`src/rtl/mem_check.sv`:
```
// -----------------------------------------------------------------------------
// mem_check
//
// Read-back verifier for the on-chip RAM after initialisation. Once started it
// sweeps addresses 0..ADDR_MAX through the RAM read port and checks that every
// word equals its own address. Results: sticky finish, pass, mismatch count,
// and the address and data of the first mismatch.
//
// The write side of the port is tied off (wren=0, data=0) so this block can
// never disturb the RAM contents it is checking.
//
// Ports:
//   clk            in   system clock, rising edge
//   rst_n          in   synchronous active-low reset
//   address        out  RAM read address (issue counter)
//   data           out  RAM write data, constant 0
//   wren           out  RAM write enable, constant 0
//   q              in   RAM read data, valid READ_LATENCY cycles after address
//   start          in   level; only looked at while idle
//   finish         out  sweep complete; sticky until reset
//   pass           out  finish && err_count == 0 (combinational)
//   err_count      out  number of mismatching words (DATA_WIDTH+1 bits)
//   first_err_addr out  address of first mismatch, 0 if none
//   first_err_data out  q at first mismatch, 0 if none
//   dbg_state      out  FSM state: 0=IDLE 1=READ 2=DRAIN 3=DONE
//
// Start/finish protocol: start is a level sampled only in IDLE; a single edge
// with start=1 launches exactly one sweep. finish then rises and stays high
// until reset, and start is ignored from then on.
// -----------------------------------------------------------------------------
module mem_check #(
    parameter int DATA_WIDTH   = 8,
    parameter int ADDR_MAX     = 255,  // must be <= 2**DATA_WIDTH-1
    parameter int READ_LATENCY = 1     // legal range 1..4
) (
    input  logic                  clk,
    input  logic                  rst_n,
    output logic [DATA_WIDTH-1:0] address,
    output logic [DATA_WIDTH-1:0] data,
    output logic                  wren,
    input  logic [DATA_WIDTH-1:0] q,
    input  logic                  start,
    output logic                  finish,
    output logic                  pass,
    output logic [DATA_WIDTH:0]   err_count,
    output logic [DATA_WIDTH-1:0] first_err_addr,
    output logic [DATA_WIDTH-1:0] first_err_data,
    output logic [1:0]            dbg_state
);

    typedef enum logic [1:0] {
        IDLE  = 2'd0,
        READ  = 2'd1,
        DRAIN = 2'd2,
        DONE  = 2'd3
    } state_t;

    localparam logic [DATA_WIDTH-1:0] LAST_ADDR  = DATA_WIDTH'(ADDR_MAX);
    localparam logic [2:0]            DRAIN_INIT = 3'(READ_LATENCY - 1);

    state_t                state;
    logic [2:0]            drain_cnt;

    // Read-tag pipeline: one entry per cycle, tracking which address the
    // word currently on q belongs to. The last stage lines up with q.
    logic                  tag_valid [READ_LATENCY];
    logic [DATA_WIDTH-1:0] tag_addr  [READ_LATENCY];

    logic                  cmp_valid;
    logic                  mismatch;

    assign cmp_valid = tag_valid[READ_LATENCY-1];
    assign mismatch  = cmp_valid && (q != tag_addr[READ_LATENCY-1]);

    assign data      = '0;
    assign wren      = 1'b0;
    assign pass      = finish && (err_count == '0);
    assign dbg_state = state;

    always_ff @(posedge clk) begin
        if (!rst_n) begin
            state          <= IDLE;
            drain_cnt      <= '0;
            address        <= '0;
            finish         <= 1'b0;
            err_count      <= '0;
            first_err_addr <= '0;
            first_err_data <= '0;
            for (int i = 0; i < READ_LATENCY; i++) begin
                tag_valid[i] <= 1'b0;
                tag_addr[i]  <= '0;
            end
        end else begin
            // A tag is valid only for cycles in which a real read is issued.
            tag_valid[0] <= (state == READ);
            tag_addr[0]  <= address;
            for (int i = 1; i < READ_LATENCY; i++) begin
                tag_valid[i] <= tag_valid[i-1];
                tag_addr[i]  <= tag_addr[i-1];
            end

            if (mismatch) begin
                err_count <= err_count + 1'b1;
                // Only the very first mismatch is recorded.
                if (err_count == '0) begin
                    first_err_addr <= tag_addr[READ_LATENCY-1];
                    first_err_data <= q;
                end
            end

            case (state)
                IDLE: begin
                    address <= '0;
                    if (start) begin
                        state <= READ;
                    end
                end
                READ: begin
                    // Stop at LAST_ADDR rather than wrapping, so a full
                    // 2**DATA_WIDTH sweep never rolls back to 0.
                    if (address == LAST_ADDR) begin
                        state     <= DRAIN;
                        drain_cnt <= DRAIN_INIT;
                    end else begin
                        address <= address + 1'b1;
                    end
                end
                DRAIN: begin
                    // Spend READ_LATENCY cycles here so the last read
                    // has been compared before DONE.
                    if (drain_cnt == '0) begin
                        state <= DONE;
                    end else begin
                        drain_cnt <= drain_cnt - 1'b1;
                    end
                end
                DONE: begin
                    finish <= 1'b1;
                end
                default: begin
                    state <= IDLE;
                end
            endcase
        end
    end

endmodule

```
`config.mk`:
```
export PLATFORM = sky130hd
export DESIGN_NAME = mem_check
export DESIGN_NICKNAME = d
export VERILOG_FILES = /design/src/rtl/mem_check.sv
export SDC_FILE = /design/constraint.sdc
export NUM_CORES = 1
export LEC_CHECK = 0
export CORE_MARGIN = 4
export CORE_UTILIZATION = 30
export DETAILED_ROUTE_END_ITERATION = 16
export HOLD_SLACK_MARGIN = 0.03
export PLACE_DENSITY_LB_ADDON = 0.15
export SLEW_MARGIN = 20
export SYNTH_ARGS = -nofsm -noshare
export SYNTH_HDL_FRONTEND = slang
export SYNTH_SLANG_ARGS = --single-unit
```
`constraint.sdc`:
```
create_clock -name clk -period 1.9 [get_ports clk]
set_input_delay 0.38 -clock clk [delete_from_list [all_inputs] [get_ports clk]]
set_output_delay 0.38 -clock clk [all_outputs]
set_load 0.02 [all_outputs]
```
# After elaboration in Yosys (flattened, before gate mapping)
# Memory sizes are Yosys's and may differ from the RTL's.
# Cells that the tools add are included.
[word_totals]
ff_bits = 39
latch_bits = 0
ramBits = 9
romBits = 0
in_bits = 11
output_inout_bits = 46
memories = 2
[mem_list]
columns = ["name", "depth", "word_bits", "rd", "rd_ports_with_merged_regs", "wr", "line", "rtl"]
rows = [
  ["tag_addr", 1, 8, 1, 0, 1, "67", "logic [DATA_WIDTH-1:0] tag_addr [READ_LATENCY];"],
  ["tag_valid", 1, 1, 1, 0, 1, "66", "logic tag_valid [READ_LATENCY];"],
]
[op_classes]
add_sub_neg = 3
n_mul = 0
n_div = 0
n_lt_le_gt_ge = 0
n_eq_ne = 10
shift = 0
muxes = 15
bitwise = 0
n_reduce_logical = 14
[op_table]
columns = ["op", "n"]
rows = [
  ["$mux 8", 2],
  ["$pmux 8 s2", 1],
  ["$add 9x1->9 const B", 1],
  ["$logic_not 9->1", 1],
  ["$add 8x1->8 const B", 1],
  ["$eq 8x8->1 const B", 1],
  ["$ne 2x2->1 const B", 4],
  ["$ne 8x8->1", 1],
  ["$reduce_or 8->1", 1],
  ["$mux 2", 3],
  ["$mux 3", 2],
  ["$pmux 2 s3", 1],
  ["$pmux 3 s2", 1],
  ["$mux 1", 5],
  ["$eq 2x2->1 const B", 2],
  ["$reduce_and 2->1", 2],
  ["$reduce_and 4->1", 1],
  ["$reduce_bool 2->1", 2],
  ["$logic_not 3->1", 1],
  ["$reduce_and 3->1", 1],
  ["$reduce_bool 3->1", 1],
  ["$sub 3x1->3 const B", 1],
  ["$eq 2x1->1 const B", 1],
  ["$logic_and 1x1->1", 2],
  ["3 further kinds", 3],
]

# Longest topological paths before layout
# An unclocked memory read counts as a cell.
[logic_depth]
ltp_word = 4
depth_mapped = 7
mapped_depth_nobuf = 6

# Worst setup path after synthesis
# Ideal clock, no wire load.
[synth_path]
path_type = "flip-flop to flip-flop"
start = "reg err_count[0]"
end = "reg first_err_addr[1], read port of tag_addr"
setup_ns = 0.072
arrival_time_ns = 1.662
t_required_ns = 1.828
slack_ns = 0.167
path_stages_with_launch = 8
n_path_buf = 1
synth_period_minus_slack_ns = 1.733
cell_sequence = "dfxtp_1 -> inv_1 -> ha_1 -> nor4b_1 -> nand3_1 -> a21oi_4 -> buf_6 -> mux2i_1"
[synth_via]
elab_chain_cells = 2
[synth_rtl]
columns = ["item", "line", "rtl"]
rows = [
  ["start: declaration", "45", "output logic [DATA_WIDTH:0] err_count,"],
  ["start signal: assignment", "103", "err_count <= err_count + 1'b1;"],
  ["$logic_not 9->1", "105", "if (err_count == '0) begin"],
  ["$reduce_and 2->1 (no source line)", "--", ""],
  ["end: declaration", "46", "output logic [DATA_WIDTH-1:0] first_err_addr,"],
]
# Every way passes these cells.
# A chain may end at the register's enable or synchronous reset.

# Worst setup path after layout
[layout_path]
start = "reg address[5]"
end = "out address[5]"
[layout_lines]
columns = ["item", "line", "rtl"]
rows = [
  ["start: declaration", "38", "output logic [DATA_WIDTH-1:0] address,"],
  ["start signal: assignment", "125", "address <= address + 1'b1;"],
]
# No word-level cell between the ends.

==> run summary <==
Clock tree synthesis found a total of 48 sinks. For this run, the slowest stage of the critical path takes 0.67 ns. The first global-routing pass estimated 9177 µm of wire.

The via count of the first global-routing pass came out at 1,854. The number of max-capacitance violations reported came out at 0. The logs give 5 for the number of buffers inserted during clock tree synthesis and 0 for the number of hold violations in the final report.

In this run the worst path has a maximum fanout of 8. Clock tree synthesis selected as its root buffer the cell sky130_fd_sc_hd__clkbuf_8. For this design, the slowest cell found on the critical path is sky130_fd_sc_hd__clkdlybuf4s50_1. The run gives 1.45 ns as the data arrival time of the critical path.

The data required time at the worst endpoint was 1.52 ns; the pin count of the biggest net entering global routing was 36. Setup violations remaining at the end of the flow were counted as 0. Fraction of registers with async set or reset after synthesis: 0. Across the VDD grid, the largest voltage drop is 0.0003714 V. The final route contains 1,942 vias. The insertion delay to the later sink of the worst-skew pair was 0.30 ns; the detailed-routing wirelength on met1 was 2657 µm. The run gives 0.06507 ns as the worst-case setup margin in the final layout. Yosys mapped the design onto 36 distinct sky130hd cell types. Among all flip-flop cells after synthesis, the most frequent one is sky130_fd_sc_hd__dfxtp_1. The endpoint identified for the worst register-to-register timing path is address[7]. Detailed placement ended at an HPWL of 4104 µm.

OpenSTA, run right after detailed placement, puts the worst setup slack at -0.3165 ns. The die outline width was 97.09 µm. Core region area: 7727 µm².

57 I/O pins were placed. Walking the worst path, the cells encountered are clkdlybuf4s50_1. The amount of wire on met3 after detailed routing was 238 µm; the maximum level of the CTS H-tree was 2. TritonCTS built the clock tree.

The die covers 9426 µm². For this design the ratio of total power to cell area is 868.9 nW/µm². The worst clock skew is 0.01450 ns.

The cell area that synthesis handed to floorplanning was 2381 µm². The tightest min-delay check is of the reg -> reg type. The design draws 2.790 mW. The tools report the post-route core utilization as 0.4155.

The number of design rule violations left after detail routing was 0. During placement, the flow inserted port buffers numbering 47. Cell count after synthesis: 263. The pre-antenna-repair detailed-routing pass consisted of 4 iterations.

The endpoint of the most critical setup path was address[5]. By count the netlist is led by 56 x sky130_fd_sc_hd__nand2_1, 48 x sky130_fd_sc_hd__dfxtp_1, 29 x sky130_fd_sc_hd__mux2i_1. The overall global routing resource usage was 0.1179. In this run the mean area of a mapped cell was 9.053 µm². Average vias per placed instance: 4.495. The run finished with clean final reports.

The logic depth of the worst setup path including buffers works out to 1. In this run the top signal layer used is met4. The type of the worst setup path is reg -> out.

The number of buffers on the longest clock path came out at 2. For the count of pins over their slew limit, the log shows 0. The post-CTS clock slew at the launch and capture registers of the worst setup and hold paths was 0.10 ns.

Post-synthesis register bit count: 48. Static leakage power: 1.271 nW. Critical path buffer and inverter count: 1. Launching instance or port of the critical path: address[5]. sky130_fd_sc_hd__nand2_1 is the most common cell in the netlist.

Routability-driven placement finished with a final weighted congestion of 0.7589. After detailed routing, the average wire length per cell comes to 12.50 µm. The run gives 0 as the number of antenna-violating nets in the routed design. The cell family contributing the most delay on the critical path was buffers and inverters.

The share of the clock period used by the worst path is 0.9658. Start of the worst register-to-register path: dbg_state[0]. The logs give 0.3081 for the initial standard-cell utilization of the core and 0 for the diode insertion count for antenna repair. In the final timing run, aggregate negative setup slack is 0 ns. For this run, the top clock speed supported by timing is 545.0 MHz. The sequential share of the synthesized area came out at 0.4036. Across all register-to-register paths, the minimum setup slack is 0.21 ns.

After layout, the minimum clock period comes to 1.835 ns. The total overflow left after global routing is 0. The number of antenna violations at the first check in global routing was 0. STA classifies the critical path startpoint as a flop. The share of the synthesized area in the top cell type is 0.4036, and the detailed-routed wire length on met2 is 2437 µm. Hold buffer count at cts: 0. The die height came out at 97.09 µm.

The fraction of final layout cells sized beyond drive strength 1 was 0.1242. By area the synthesized netlist is led by sky130_fd_sc_hd__dfxtp_1 40%, sky130_fd_sc_hd__mux2i_1 12%, sky130_fd_sc_hd__nand2_1 8.8%. The depth of the worst register-to-register path came out at 4. The area added between synthesis and finish was 34.84%. The endpoint kind of the worst setup timing path is an output port.

The synthesized design contains 0 enable-type register cells. The final-stage net count is 351, and the final wirelength is 5400 µm. The largest total area in the synthesized netlist belongs to sky130_fd_sc_hd__dfxtp_1.

The number of rows created at floorplan came out at 32. Setup repair after global routing left no endpoint under its margin. Yosys printed 0 warnings. In this run, the number of DRC markers left after iteration 0 of detailed routing was 67.
==> cells by family (layout without fill, tap and decap cells) <==
logic type	count (synthesis)	in the layout	share of synthesized area
AOI/OAI and AO/OA	30	30	0.08933
and+or+nand+nor	104	104	0.2223
adders and majority gates	11	11	0.05780
other	1	9	0.001575
xor gates and xnor gates	11	11	0.04047
muxes	29	29	0.1219
DFF	48	48	0.4036
buffers and inverters	29	88	0.06306
==> registers in the layout, summed over array words and instances, names as in the netlist <==
register,flops
dbg_state,2
first_err_addr,8
err_count,9
drain_cnt,3
address,8
tag_addr,8
finish,1
tag_valid,1
first_err_data,8
==> per-stage QoR <==
stage                     hold slack (ns)  instances  area, µm²
after CTS                          0.4618        432       3206
after floorplan                    0.4347        271       2411
final                              0.4613        432       3211
after global routing               0.4877        432       3211
after global placement             0.4429        424       3077
after detailed placement           0.4519        424       3077
==> cell usage in the layout (no fill, tap or decap), types with 10 or more instances in the layout <==
cell type                          n
sky130_fd_sc_hd__nand2_1          56
sky130_fd_sc_hd__dfxtp_1          48
sky130_fd_sc_hd__clkdlybuf4s50_1  45
sky130_fd_sc_hd__mux2i_1          29
sky130_fd_sc_hd__buf_4            22
sky130_fd_sc_hd__ha_1             11
sky130_fd_sc_hd__inv_1            10
sky130_fd_sc_hd__nand2b_1         10
sky130_fd_sc_hd__a21oi_1          10
==> power breakdown <==
group	switching, mW	internal [mW]
Sequential	0.0741	1.09
Clock	0.351	0.390
Combinational	0.476	0.414
==> worst register-to-register path, cell delays in order (launching register included) <==
cell                      delay, ns
sky130_fd_sc_hd__dfxtp_1       0.46
sky130_fd_sc_hd__ha_1          0.32
sky130_fd_sc_hd__a21bo_2       0.30
sky130_fd_sc_hd__and3_1        0.24
sky130_fd_sc_hd__a22o_1        0.25
==> worst min-delay path by stage <==
stage                           start                end  depth (start not counted)
finish              first_err_data[0]  first_err_data[0]                          2
global route        first_err_addr[4]  first_err_addr[4]                          2
floorplan                drain_cnt[0]       drain_cnt[0]                          2
detailed placement  first_err_data[3]  first_err_data[3]                          2
CTS                             rst_n       tag_valid[0]                          3
global placement         drain_cnt[1]       drain_cnt[1]                          2
==> routing by layer <==
metal / vias to the layer above / track usage
met2: 43 / 0.1852
met3: 5 / 0.02872
met4: 0 / 0.03564
met1: 889 / 0.1600
met5: - / 0
li1: 1005 / -
==> repair_timing <==
| item | CTS | global route |
|---|---|---|
| setup endpoints to repair | 2 | 1 |
| resized for setup | 8 | 1 |
| cloned | 0 | 0 |
| setup buffers | 0 | 0 |
==> area by class of cell <==
type	count	area (µm²)
clock inverter	3	42.54
inverter	10	37.54
timing repair buffer	70	645.6
clock buffer	5	68.82
fill	781	4517
multi-input combinational	194	1328
sequential	48	960.9
tap	102	127.6
(Power assumes the default switching activity.)
